File: src/rtl/pipe_stage_reg.sv
`default_nettype none
// ============================================================================
// Module      : pipe_stage_reg
// Description : Valid/ready pipeline stage register. Optional two-entry skid
//               buffer for a registered in_ready, synchronous flush with a
//               bubble value, and a saturating back-pressure stall counter.
// Revision    : 1.0 - initial release
// ============================================================================
module pipe_stage_reg #(
    parameter int unsigned       WIDTH  = 32,
    parameter logic [WIDTH-1:0]  BUBBLE = '0,
    parameter bit                SKID   = 1'b1,
    parameter int unsigned       CNT_W  = 16
) (
    input  logic             clk,
    input  logic             rstn,
    input  logic             in_valid,
    output logic             in_ready,
    input  logic [WIDTH-1:0] in_data,
    output logic             out_valid,
    input  logic             out_ready,
    output logic [WIDTH-1:0] out_data,
    input  logic             flush,
    input  logic             cnt_clr,
    output logic [1:0]       occupancy,
    output logic [CNT_W-1:0] stall_cnt
);

    localparam logic [CNT_W-1:0] c_CNT_MAX = {CNT_W{1'b1}};
    localparam logic [CNT_W-1:0] c_CNT_ONE = {{(CNT_W-1){1'b0}}, 1'b1};

    logic w_in_xfer;
    logic w_out_xfer;
    logic w_stall;

    assign w_in_xfer  = in_valid & in_ready;
    assign w_out_xfer = out_valid & out_ready;
    assign w_stall    = out_valid & ~out_ready;

    logic [CNT_W-1:0] r_stall_cnt;

    always_ff @(posedge clk or negedge rstn) begin
        if (!rstn) begin
            r_stall_cnt <= '0;
        end else if (cnt_clr) begin
            r_stall_cnt <= '0;
        end else if (w_stall && (r_stall_cnt != c_CNT_MAX)) begin
            r_stall_cnt <= r_stall_cnt + c_CNT_ONE;
        end
    end

    assign stall_cnt = r_stall_cnt;

    generate
        if (SKID) begin : g_skid
            // State encoding doubles as the occupancy count.
            localparam logic [1:0] c_EMPTY = 2'd0;
            localparam logic [1:0] c_ONE   = 2'd1;
            localparam logic [1:0] c_TWO   = 2'd2;

            logic [1:0]       r_state;
            logic             r_main_valid;
            logic             r_in_ready;
            logic [WIDTH-1:0] r_main_data;
            logic [WIDTH-1:0] r_skid_data;

            always_ff @(posedge clk or negedge rstn) begin
                if (!rstn) begin
                    r_state      <= c_EMPTY;
                    r_main_valid <= 1'b0;
                    r_in_ready   <= 1'b1;
                    r_main_data  <= BUBBLE;
                    r_skid_data  <= BUBBLE;
                end else if (flush) begin
                    r_state      <= c_EMPTY;
                    r_main_valid <= 1'b0;
                    r_in_ready   <= 1'b1;
                    r_main_data  <= BUBBLE;
                    r_skid_data  <= BUBBLE;
                end else begin
                    case (r_state)
                        c_EMPTY: begin
                            if (w_in_xfer) begin
                                r_state      <= c_ONE;
                                r_main_valid <= 1'b1;
                                r_main_data  <= in_data;
                            end
                        end
                        c_ONE: begin
                            if (w_in_xfer && !w_out_xfer) begin
                                r_state     <= c_TWO;
                                r_skid_data <= in_data;
                                r_in_ready  <= 1'b0;
                            end else if (!w_in_xfer && w_out_xfer) begin
                                r_state      <= c_EMPTY;
                                r_main_valid <= 1'b0;
                                r_main_data  <= BUBBLE;
                            end else if (w_in_xfer && w_out_xfer) begin
                                r_main_data <= in_data;
                            end
                        end
                        c_TWO: begin
                            if (w_out_xfer) begin
                                r_state     <= c_ONE;
                                r_main_data <= r_skid_data;
                                r_skid_data <= BUBBLE;
                                r_in_ready  <= 1'b1;
                            end
                        end
                        default: begin
                            r_state      <= c_EMPTY;
                            r_main_valid <= 1'b0;
                            r_in_ready   <= 1'b1;
                            r_main_data  <= BUBBLE;
                            r_skid_data  <= BUBBLE;
                        end
                    endcase
                end
            end

            assign in_ready  = r_in_ready;
            assign out_valid = r_main_valid;
            assign out_data  = r_main_data;
            assign occupancy = r_state;
        end else begin : g_no_skid
            logic             r_valid;
            logic [WIDTH-1:0] r_data;

            always_ff @(posedge clk or negedge rstn) begin
                if (!rstn) begin
                    r_valid <= 1'b0;
                    r_data  <= BUBBLE;
                end else if (flush) begin
                    r_valid <= 1'b0;
                    r_data  <= BUBBLE;
                end else if (w_in_xfer) begin
                    r_valid <= 1'b1;
                    r_data  <= in_data;
                end else if (w_out_xfer) begin
                    r_valid <= 1'b0;
                    r_data  <= BUBBLE;
                end
            end

            assign in_ready  = ~r_valid | out_ready;
            assign out_valid = r_valid;
            assign out_data  = r_data;
            assign occupancy = {1'b0, r_valid};
        end
    endgenerate

endmodule
`default_nettype wire

File: config.mk
export PLATFORM = sky130hd
export DESIGN_NAME = pipe_stage_reg
export DESIGN_NICKNAME = d
export VERILOG_FILES = /design/src/rtl/pipe_stage_reg.sv
export SDC_FILE = /design/constraint.sdc
export NUM_CORES = 1
export LEC_CHECK = 0
export ABC_AREA = 1
export BUFFER_PORTS_ARGS = -buffer_cell sky130_fd_sc_hd__buf_2
export CAP_MARGIN = 20
export CORE_ASPECT_RATIO = 1.5
export CORE_MARGIN = 2
export CORE_UTILIZATION = 55
export DETAILED_ROUTE_END_ITERATION = 6
export MAX_ROUTING_LAYER = met4
export PLACE_DENSITY = 0.79
export SYNTH_ARGS = -nofsm -noshare
export SYNTH_HDL_FRONTEND = slang
export SYNTH_SLANG_ARGS = --single-unit
File: constraint.sdc
create_clock -name clk -period 2 [get_ports clk]
set_input_delay 0.1 -clock clk [delete_from_list [all_inputs] [get_ports clk]]
set_output_delay 0.1 -clock clk [all_outputs]
set_load 0.02 [all_outputs]
==> results.py, run 1 <==
metrics = {
    "run_status": {
        "outcome": "completed",
    },
    "drt": {
        "drt-initial-drc-count": 288,
        "dr_total_vias": 3813,
        "firstDrtPassIters": 4,
        "postRouteAntennaNets": 0,
        "wl_um": 10130,
        "routedWlPerCell_um": 14.01,
        "drc": 0,
        "viasPerCell": 5.274,
    },
    "global_routing": {
        "grt_first_pass_wirelength_um": 16770,
        "use_met1_pct": 31.97,
        "antenna_found_initial": 0,
        "grt_max_degree": 66,
        "use_met2_pct": 41.97,
        "grt_pass1_vias": 3754,
        "met3_usage_pct": 7.240,
        "grt-ovfl-total": 0,
        "grt_usage_pct": 26.64,
        "grt.busiest_layer": "met2",
    },
    "finish": {
        "final_cells": 723,
        "drive_gt1_share_pct": 23.51,
        "synthToLayoutAreaGrowth_pct": 20.10,
        "nNetsFinal": 655,
        "diodes": 0,
        "stdcell_area_sq_um": 5084,
        "final_core_util_pct": 67.21,
    },
    "place": {
        "preCtsSetupSlack_ns": 0.2863,
        "place_area_sq_um": 4790,
        "dp_hpwl_um": 6858,
        "port_buffers": 89,
        "dp.cells": 706,
        "gp_congestion": 0.9555,
    },
    "timing": {
        "rsz0062_at_grt": "false",
        "setup_slack_ns": 0.2892,
        "fin_crit_ns": 1.711,
        "hold_viol": 0,
        "setup_violations": 0,
        "finalCritPeriodShare_pct": 85.54,
        "tightest_slew_ns": 0.6098,
        "max_freq_ghz": 0.5845,
        "fin_tns_setup_ns": 0,
        "holdWs_ns": 0.01590,
        "worst_clock_skew_ns": 0.006002,
        "drv_slew": 0,
        "slew_headroom_pct": 59.29,
    },
    "power": {
        "internal_power_mw": 3.748,
        "p_seq_share_pct": 38.5,
        "switchingPower_mw": 2.368,
        "p_sw_share_pct": 38.72,
        "clkPwrFrac_pct": 25.6,
        "power_density_nw_per_um2": 1203,
        "total_power_mw": 6.116,
        "ir_drop_v": 0.0007277,
        "cellLeakagePower_nw": 2.717,
        "p_comb_share_pct": 35.9,
    },
    "synth": {
        "synth-seq-cells": 84,
        "synth.area.mux_share_pct": 0,
        "synthesis.nets": 568,
        "synth_cell_types": 31,
        "synth_xor_area_share_pct": 0.8277,
        "yosys.area_share.adder_pct": 0.2956,
        "synth-simple-area-share_pct": 27.96,
        "yosysWarnings": 0,
        "ys_seq_area_share_pct": 49.69,
        "synth.avg_cell_area_sq_um": 8.002,
        "synthesis.instances": 529,
        "synth_edf_count": 0,
        "synth_compound_area_share_pct": 10.94,
        "synth_top_family_by_area": "simple AND/OR/NAND/NOR gates",
        "synthArstFlopShare_pct": 100.0,
        "synthFlopType": "dfrtp_1",
        "syn_area_sq_um": 4233,
    },
    "worst_setup_path": {
        "path_max_fanout": 23,
        "criticalPathCategory": "flip-flop to flip-flop",
        "worstPathArrival_ns": 1.98,
        "cp_data_required_time_ns": 2.27,
        "cp_slowest_cell": "dfrtp_1",
        "path_cells": "inv_2, nand2_1, nor2_2, nand2_2, nand3_4, buf_4, nand2_1, nand2_1",
        "crit_buf_inv": 2,
        "worst_setup_path_start_kind": "flip-flop",
        "cpPeakStageDelay_ns": 0.42,
        "worst_path_most_repeated_cell": "nand2_1",
        "critical_path.endpoint_type": "flip-flop",
        "cp_top_family": "simple AND/OR/NAND/NOR gates",
    },
    "cts": {
        "root_buffer": "clkbuf_16",
        "cts_buffer_depth": 2,
        "insertion_delay_ns": 0.34,
        "clock-sinks": 84,
        "cts_resized": 0,
        "numCtsBuffers": 9,
        "cts_tree": "done",
        "clk_pin_slew_ns": 0.06,
        "h-tree-depth": 3,
    },
    "die": {
        "die_x_um": 75.63,
        "core.rowCount": 39,
        "die_h_um": 111.4,
        "die_area_sq_um": 8428,
        "initial_core_util_pct": 55.96,
        "coreArea_sq_um": 7564,
        "pin_count": 90,
    },
    "run": {
        "drv_cap": 0,
    },
    "hold_path": {
        "hp-class": "input port to flip-flop",
    },
}
==> metal layers <==
metal / wire length [um] / part of all wire [%]
met1: 4082 / 40
met2: 5340 / 53
met3: 488 / 4.8
met4: 216 / 2.1
met5: 0 / 0
==> final cells by class <==
| cell class | instances | area, sq um |
|---|---|---|
| inverters | 81 | 304.0 |
| clock buffers | 14 | 274.0 |
| clock inverters | 2 | 10.01 |
| fillers | 647 | 2480 |
| repair buffers | 100 | 570.5 |
| well taps | 102 | 127.6 |
| multi-input cells | 340 | 1694 |
| flip-flops and latches | 84 | 2103 |
==> cell usage after synthesis, types with 3 or more instances <==
library cell / instances / area (sq um)
nand2_2: 3 / 18.77
o21ai_0: 3 / 15.01
clkbuf_1: 8 / 30.03
nand4_1: 16 / 100.1
nand3_1: 46 / 230.2
nor2_4: 4 / 45.04
nand2_1: 162 / 608.1
xor2_1: 4 / 35.03
buf_2: 6 / 30.03
dfrtp_1: 83 / 2077
buf_4: 7 / 52.55
o22ai_1: 32 / 200.2
nor2_1: 19 / 71.32
inv_1: 76 / 285.3
o21ai_1: 24 / 120.1
o21ai_2: 11 / 96.34
nor2_2: 3 / 18.77
inv_2: 5 / 18.77
==> cells in the final DEF, fill, tap and decap left out, types with 2 or more instances in the layout <==
cell / instances
dfrtp_1: 83
nor2_1: 19
clkinv_2: 2
clkbuf_16: 9
o21ai_1: 24
buf_12: 3
nand2_2: 3
nand4_1: 16
o21ai_2: 11
clkbuf_8: 3
o21ai_0: 3
nand3_1: 46
or2_2: 2
nor2_2: 3
nand3b_1: 2
o21bai_1: 2
nand2_1: 162
xor2_1: 4
buf_4: 8
buf_2: 88
nor2_4: 4
o22ai_1: 32
clkbuf_1: 2
inv_1: 76
inv_2: 5
==> registers in the layout (all words and copies together) (netlist names) <==
register and cells:
g_skid.r_skid_data 32, in_ready 1, occupancy 2, out_data 32, out_valid 1, stall_cnt 16
==> worst paths after layout <==
check / from / to / slack [ns] / cells after the start
hold / removal: in_data[14] / g_skid.r_skid_data[14] / 0.02 / 3
setup / recovery: occupancy[0] / out_data[8] / 0.29 / 8
min in group asynchronous: rstn / out_data[25] / 0.19 / 2
setup reg to reg: occupancy[0] / out_data[8] / 0.29 / 8
hold reg to reg: out_data[18] / out_data[18] / 0.48 / 2
max in group asynchronous: rstn / in_ready / 1.16 / 3
==> power by group through the flow <==
stage / Sequential (mW) / Combinational [mW] / Clock [mW]
2_1_floorplan: 2.70 / 1.19 / 0
3_3_place_gp: 2.37 / 2.15 / 0
3_5_place_dp: 2.38 / 2.20 / 0
4_1_cts: 2.35 / 2.21 / 1.61
5_1_grt: 2.41 / 2.42 / 1.69
6_report: 2.36 / 2.19 / 1.57
==> tightest hold or removal path: stages <==
cell and delay (ns):
buf_2 0.09, nand3_1 0.06, o21ai_1 0.06
==> kinds of logic (layout without fill, tap and decap cells) <==
| family | Yosys count | in the layout |
|---|---|---|
| simple gates | 261 | 261 |
| buf+inv | 105 | 197 |
| fa+ha+maj | 1 | 1 |
| xor+xnor | 4 | 4 |
| flops | 84 | 84 |
| compound gates | 74 | 74 |
==> what timing repair did <==
| item | 4_1_cts | 5_1_grt |
|---|---|---|
| hold buffers | 1 | 0 |
| hold endpoints to repair | 19 | 0 |
| setup buffers | 0 | 0 |
No activity file was read; power rests on OpenSTA's default activity.
==> run 2, diff against run 1 <==
--- a/config.mk
+++ b/config.mk
@@ -5,15 +5,14 @@
 export SDC_FILE = /design/constraint.sdc
 export NUM_CORES = 1
 export LEC_CHECK = 0
-export ABC_AREA = 1
 export BUFFER_PORTS_ARGS = -buffer_cell sky130_fd_sc_hd__buf_2
 export CAP_MARGIN = 20
 export CORE_ASPECT_RATIO = 1.5
 export CORE_MARGIN = 2
-export CORE_UTILIZATION = 55
+export CORE_UTILIZATION = 58
 export DETAILED_ROUTE_END_ITERATION = 6
 export MAX_ROUTING_LAYER = met4
-export PLACE_DENSITY = 0.79
+export PLACE_DENSITY = 0.84
 export SYNTH_ARGS = -nofsm -noshare
 export SYNTH_HDL_FRONTEND = slang
 export SYNTH_SLANG_ARGS = --single-unit
==> constraint.sdc (replaced) <==
create_clock -name clk -period 2.1 [get_ports clk]
set_input_delay 0.105 -clock clk [delete_from_list [all_inputs] [get_ports clk]]
set_output_delay 0.105 -clock clk [all_outputs]
set_load 0.02 [all_outputs]
==> run 2 against run 1 <==
Compared with the run above: sequential share of layout area grew 1.2 points; hold slack worse by 0.013 ns; sequential power down 21%; register-to-register slack worse by 0.14 ns; wire length decreased by 6.1%; cell count fell by 22%; utilization up 5.9 points; largest power group unchanged.
==> results.py, run 2 <==
metrics = {
    "run_status": {
        "outcome": "completed",
    },
    "die": {
        "pin_count": 90,
        "die_h_um": 105.7,
        "die_x_um": 71.82,
        "coreArea_sq_um": 6759,
        "core.rowCount": 37,
        "initial_core_util_pct": 59.20,
        "die_area_sq_um": 7593,
    },
    "place": {
        "dp.cells": 533,
        "port_buffers": 89,
        "gp_congestion": 0.8801,
        "preCtsSetupSlack_ns": 0.09469,
        "dp_hpwl_um": 6444,
    },
    "worst_setup_path": {
        "criticalPathCategory": "flip-flop to flip-flop",
        "path_max_fanout": 9,
        "startpoint": "stall_cnt[0]",
        "worst_setup_path_start_kind": "flip-flop",
        "worstPathArrival_ns": 2.19,
        "endpoint": "stall_cnt[12]",
        "critical_path.endpoint_type": "flip-flop",
        "reg2reg_from": "stall_cnt[0]",
        "r2r_slack_ns": 0.15,
        "rr_worst_depth": 5,
        "cp_data_required_time_ns": 2.34,
        "reg2reg_to": "stall_cnt[12]",
    },
    "global_routing": {
        "grt_first_pass_wirelength_um": 15810,
        "antenna_found_initial": 0,
        "grt_usage_pct": 27.32,
        "grt-ovfl-total": 0,
        "grt_max_degree": 51,
        "grt_pass1_vias": 3321,
    },
    "finish": {
        "nNetsFinal": 520,
        "final_cells": 564,
        "synthToLayoutAreaGrowth_pct": 23.45,
        "final_common_cell": "buf_2",
        "diodes": 0,
        "drive_gt1_share_pct": 27.98,
        "most-common-layout-cells": "88 x buf_2, 82 x dfrtp_1, 38 x nand2_1",
        "final_core_util_pct": 73.08,
        "fill_cells": 496,
    },
    "drt": {
        "dr_total_vias": 3382,
        "firstDrtPassIters": 5,
        "drc": 0,
        "routedWlPerCell_um": 16.85,
        "viasPerCell": 5.996,
        "postRouteAntennaNets": 0,
        "drt-initial-drc-count": 287,
        "wl_um": 9506,
    },
    "synth": {
        "synthFlopType": "dfrtp_1",
        "synth-seq-cells": 84,
        "synthesis.instances": 380,
        "synthTopCellsByArea": "dfrtp_1 52%, mux2i_1 8.0%, o2bb2ai_1 7.0%",
        "ys_seq_area_share_pct": 52.56,
        "synth_top_area_cell": "dfrtp_1",
        "syn_area_sq_um": 4001,
        "yosysWarnings": 0,
        "synth_edf_count": 0,
        "synth_common_cells": "83 x dfrtp_1, 38 x nand2_1, 36 x inv_1",
        "synthesis.nets": 419,
        "synth_top_area_share_pct": 51.91,
        "synth_cell_types": 44,
        "synth.avg_cell_area_sq_um": 10.53,
        "yosysMostFrequentCell": "dfrtp_1",
        "synthArstFlopShare_pct": 100.0,
    },
    "timing": {
        "max_freq_ghz": 0.5127,
        "tightest_slew_ns": 0.4559,
        "slew_headroom_pct": 69.53,
        "hold_viol": 0,
        "holdWs_ns": 0.003286,
        "fin_tns_setup_ns": 0,
        "finalCritPeriodShare_pct": 92.88,
        "drv_slew": 0,
        "worst_clock_skew_ns": 0.009282,
        "setup_violations": 0,
        "setup_slack_ns": 0.1494,
        "fin_crit_ns": 1.951,
        "rsz0062_at_grt": "false",
    },
    "cts": {
        "cts_setup_buffers": 0,
        "numCtsBuffers": 9,
        "cts_buffer_depth": 2,
        "clk_pin_slew_ns": 0.08,
        "h-tree-depth": 3,
        "root_buffer": "clkbuf_8",
        "clock-sinks": 84,
        "cts_tree": "done",
        "insertion_delay_ns": 0.36,
    },
    "power": {
        "power_density_nw_per_um2": 786.9,
        "cellLeakagePower_nw": 2.417,
        "ir_drop_v": 0.0005601,
    },
    "hold_path": {
        "hp-class": "input port to flip-flop",
    },
    "run": {
        "drv_cap": 0,
    },
}
## run 2: cell types whose count changed after synthesis, sizes merged, moves of 10 or more
cell / delta
a22oi: +32
o22ai: -32
mux2i: +32
nand4: -10
nand3: -40
inv: -45
nand2: -127
a21oi: +16
o2bb2ai: +32
o21ai: -33
clkbuf: +13
nor2: -19
## run 2: repair_timing
action,CTS,global route
endpoints found under the setup margin,0,18
resized for setup,0,3
hold endpoints to repair,46,2
hold buffers,13,2
## run 2: area by class of cell
type | count | area [sq um] | area share (%)
tap | 78 | 97.59 | 1.976
clock inverter | 4 | 47.55 | 0.9625
clock buffer | 12 | 155.1 | 3.141
inverter | 36 | 135.1 | 2.736
sequential | 84 | 2105 | 42.60
multi-input combinational | 232 | 1672 | 33.84
timing repair buffer | 118 | 728.2 | 14.74
## run 2: cells by family (layout without fill, tap and decap cells)
| logic type | count (synthesis) | count (layout) | synth area share (%) |
|---|---|---|---|
| simple gates | 91 | 91 | 11.98 |
| mux | 35 | 35 | 8.849 |
| compound gates | 105 | 105 | 19.70 |
| flops | 84 | 84 | 52.56 |
| fa+ha+maj | 1 | 1 | 0.3126 |
| buf+inv | 64 | 170 | 6.598 |
## run 2: through the flow
stage               instance area, sq um  power (mW)
detailed placement                  4578       2.709
floorplan                           4001       2.384
CTS                                 4911       3.893
global placement                    4578       2.676
finish                              4940       3.887
global route                        4940       4.054
## run 2: layer usage
| metal | GRT usage (%) | share of wire [%] |
|---|---|---|
| met3 | 5.449 | 4.7 |
| met5 | - | 0 |
| met4 | 9.973 | 1.5 |
| met1 | 32.43 | 39 |
| met2 | 45.70 | 55 |
## run 2: worst min-delay path by stage
stage	depth (start not counted)	startpoint	endpoint	slack [ns]
global route	3	in_data[7]	g_skid.r_skid_data[7]	0.006
global placement	1	rstn	stall_cnt[5]	0.08
floorplan	0	rstn	g_skid.r_skid_data[0]	-0.19
detailed placement	1	rstn	stall_cnt[5]	0.09
CTS	3	in_data[17]	g_skid.r_skid_data[17]	0.003
finish	3	in_data[17]	g_skid.r_skid_data[17]	0.003
## run 2: power by group
| group | switching, mW | internal (mW) | total, mW |
|---|---|---|---|
| registers | 0.109 | 1.76 | 1.87 |
| clock network | 0.569 | 0.611 | 1.18 |
| logic | 0.523 | 0.315 | 0.838 |
## run 2: worst max-delay path: stages, from the launching register on
cell	delay (ns)
dfrtp_1	0.45
ha_1	0.24
nand4_1	0.16
nand2b_2	0.29
nor4b_1	0.31
mux2_2	0.38
==> run 3, diff against run 2 <==
--- a/config.mk
+++ b/config.mk
@@ -10,6 +10,7 @@
 export CORE_ASPECT_RATIO = 1.5
 export CORE_MARGIN = 2
 export CORE_UTILIZATION = 58
+export CTS_BUF_LIST = sky130_fd_sc_hd__clkbuf_16
 export DETAILED_ROUTE_END_ITERATION = 6
 export MAX_ROUTING_LAYER = met4
 export PLACE_DENSITY = 0.84
==> run 3 against run 2 <==
Compared with the run above: via count down 1.4%; wire length shrank 0.52%; worst setup slack worse by 0.025 ns; cell count down 2.5%; utilization down 0.91 points; global-route usage barely moved; critical path depth unchanged; largest power group unchanged; highest routed layer unchanged.
==> results.py, run 3 (synthesis results as in run 2) <==
metrics = {
    "worst_setup_path": {
        "r2r_slack_ns": 0.12,
        "cp_data_required_time_ns": 2.32,
        "worstPathArrival_ns": 2.19,
        "crit_buf_inv": 0,
        "path_cells": "ha_1, nand4_1, nand2b_1, nor4b_1, mux2_2",
        "path_max_fanout": 9,
        "cpPeakStageDelay_ns": 0.44,
        "worst_setup_path_start_kind": "flip-flop",
        "criticalPathCategory": "flip-flop to flip-flop",
        "cp_slowest_cell": "dfrtp_1",
        "cp_top_family": "simple AND/OR/NAND/NOR gates",
        "critical_path.endpoint_type": "flip-flop",
    },
    "global_routing": {
        "use_met1_pct": 32.14,
        "antenna_found_initial": 0,
        "grt_pass1_vias": 3267,
        "met3_usage_pct": 3.920,
        "grt.busiest_layer": "met2",
        "grt_max_degree": 51,
        "grt-ovfl-total": 0,
        "grt_first_pass_wirelength_um": 15660,
        "grt_usage_pct": 27.31,
        "use_met2_pct": 45.57,
    },
    "timing": {
        "rsz0062_at_grt": "false",
        "tightest_slew_ns": 0.4628,
        "finalCritPeriodShare_pct": 94.06,
        "fin_tns_setup_ns": 0,
        "hold_viol": 0,
        "drv_slew": 0,
        "fin_crit_ns": 1.975,
        "worst_clock_skew_ns": 0.004912,
        "max_freq_ghz": 0.5062,
        "setup_violations": 0,
        "slew_headroom_pct": 69.15,
    },
    "drt": {
        "viasPerCell": 6.064,
        "dr_total_vias": 3335,
        "drt-initial-drc-count": 256,
        "wl_um": 9457,
        "routedWlPerCell_um": 17.19,
        "drc": 0,
        "postRouteAntennaNets": 0,
        "firstDrtPassIters": 4,
    },
    "die": {
        "pin_count": 90,
        "die_x_um": 71.82,
        "coreArea_sq_um": 6759,
        "die_h_um": 105.7,
        "initial_core_util_pct": 59.20,
        "core.rowCount": 37,
        "die_area_sq_um": 7593,
    },
    "finish": {
        "final_common_cell": "buf_2",
        "synthToLayoutAreaGrowth_pct": 21.92,
        "nNetsFinal": 506,
        "drive_gt1_share_pct": 28.18,
        "most-common-layout-cells": "88 x buf_2, 82 x dfrtp_1, 38 x nand2_1",
        "diodes": 0,
    },
    "power": {
        "power_density_nw_per_um2": 862.6,
        "ir_drop_v": 0.0006078,
        "total_power_mw": 4.208,
        "cellLeakagePower_nw": 2.397,
    },
    "cts": {
        "insertion_delay_ns": 0.33,
        "clock-sinks": 84,
        "h-tree-depth": 3,
        "cts_buffer_depth": 2,
        "root_buffer": "clkbuf_16",
        "cts_tree": "done",
        "cts_setup_buffers": 0,
        "clk_pin_slew_ns": 0.06,
        "numCtsBuffers": 9,
    },
    "place": {
        "gp_congestion": 0.8801,
        "port_buffers": 89,
        "dp_hpwl_um": 6444,
    },
    "run": {
        "drv_cap": 0,
    },
    "hold_path": {
        "hp-class": "input port to flip-flop",
    },
    "run_status": {
        "outcome": "completed",
    },
}
==> run 3: cell count changes in the layout (fill, tap and decap cells not counted) <==
cell and delta:
dlygate4sd3_1 -14, clkbuf_8 -11, clkbuf_16 +9, clkinv_1 +2, clkbuf_1 -1, inv_1 +1
nand2b_1 +1, nand2b_2 -1
==> run 3: path summary, 6_finish.rpt <==
kind | cells past startpoint | endpoint | from
worst max-delay path | 5 | stall_cnt[12] | stall_cnt[0]
worst min-delay path | 3 | g_skid.r_skid_data[0] | in_data[0]
worst max register to register | 5 | stall_cnt[12] | stall_cnt[0]
worst min register to register | 1 | out_data[28] | out_data[28]
max in group asynchronous | 3 | in_ready | rstn
min in group asynchronous | 2 | stall_cnt[5] | rstn
==> run 3: stage by stage <==
step / instance area, sq um / hold WS [ns] / worst slack (ns) / cells / util (%)
after floorplan: 4001 / -0.1906 / 0.1458 / 380 / -
after global placement: 4578 / 0.08199 / 0.1718 / 533 / 67.73
after global routing: 4878 / 0.02477 / 0.004879 / 550 / 72.18
final: 4878 / 0.02253 / 0.1247 / 550 / 72.18
after detailed placement: 4578 / 0.08573 / 0.09469 / 533 / 67.73
after CTS: 4872 / 0.01320 / 0.06942 / 550 / 72.08
==> run 3: what timing repair did <==
action	4_1_cts	5_1_grt
gates resized for setup	0	2
hold buffers	1	0
setup endpoints to repair	0	17
endpoints found under the hold margin	34	0
==> run 3: final cells by class <==
cell class,instances,area (sq um)
clock buffer,9,225.2
clock inverter,7,58.81
fill,504,1881
inverter,36,135.1
multi-input combinational,232,1669
sequential,84,2105
tap,78,97.59
timing repair buffer,104,588.1
==> run 3: tightest hold or removal path: stages <==
cell     delay, ns
buf_2         0.10
nand2_1       0.05
mux2i_1       0.06
==> run 3: metal layers <==
| metal | wire length, um | share of wire [%] |
|---|---|---|
| met2 | 5101 | 54 |
| met1 | 3710 | 39 |
| met5 | 0 | 0 |
| met4 | 212 | 2.2 |
| met3 | 433 | 4.6 |
==> run 3: where the power goes <==
part / total (mW) / switching, mW / internal [mW]
Clock: 1.52 / 0.613 / 0.904
Sequential: 1.87 / 0.109 / 1.76
Combinational: 0.819 / 0.521 / 0.298
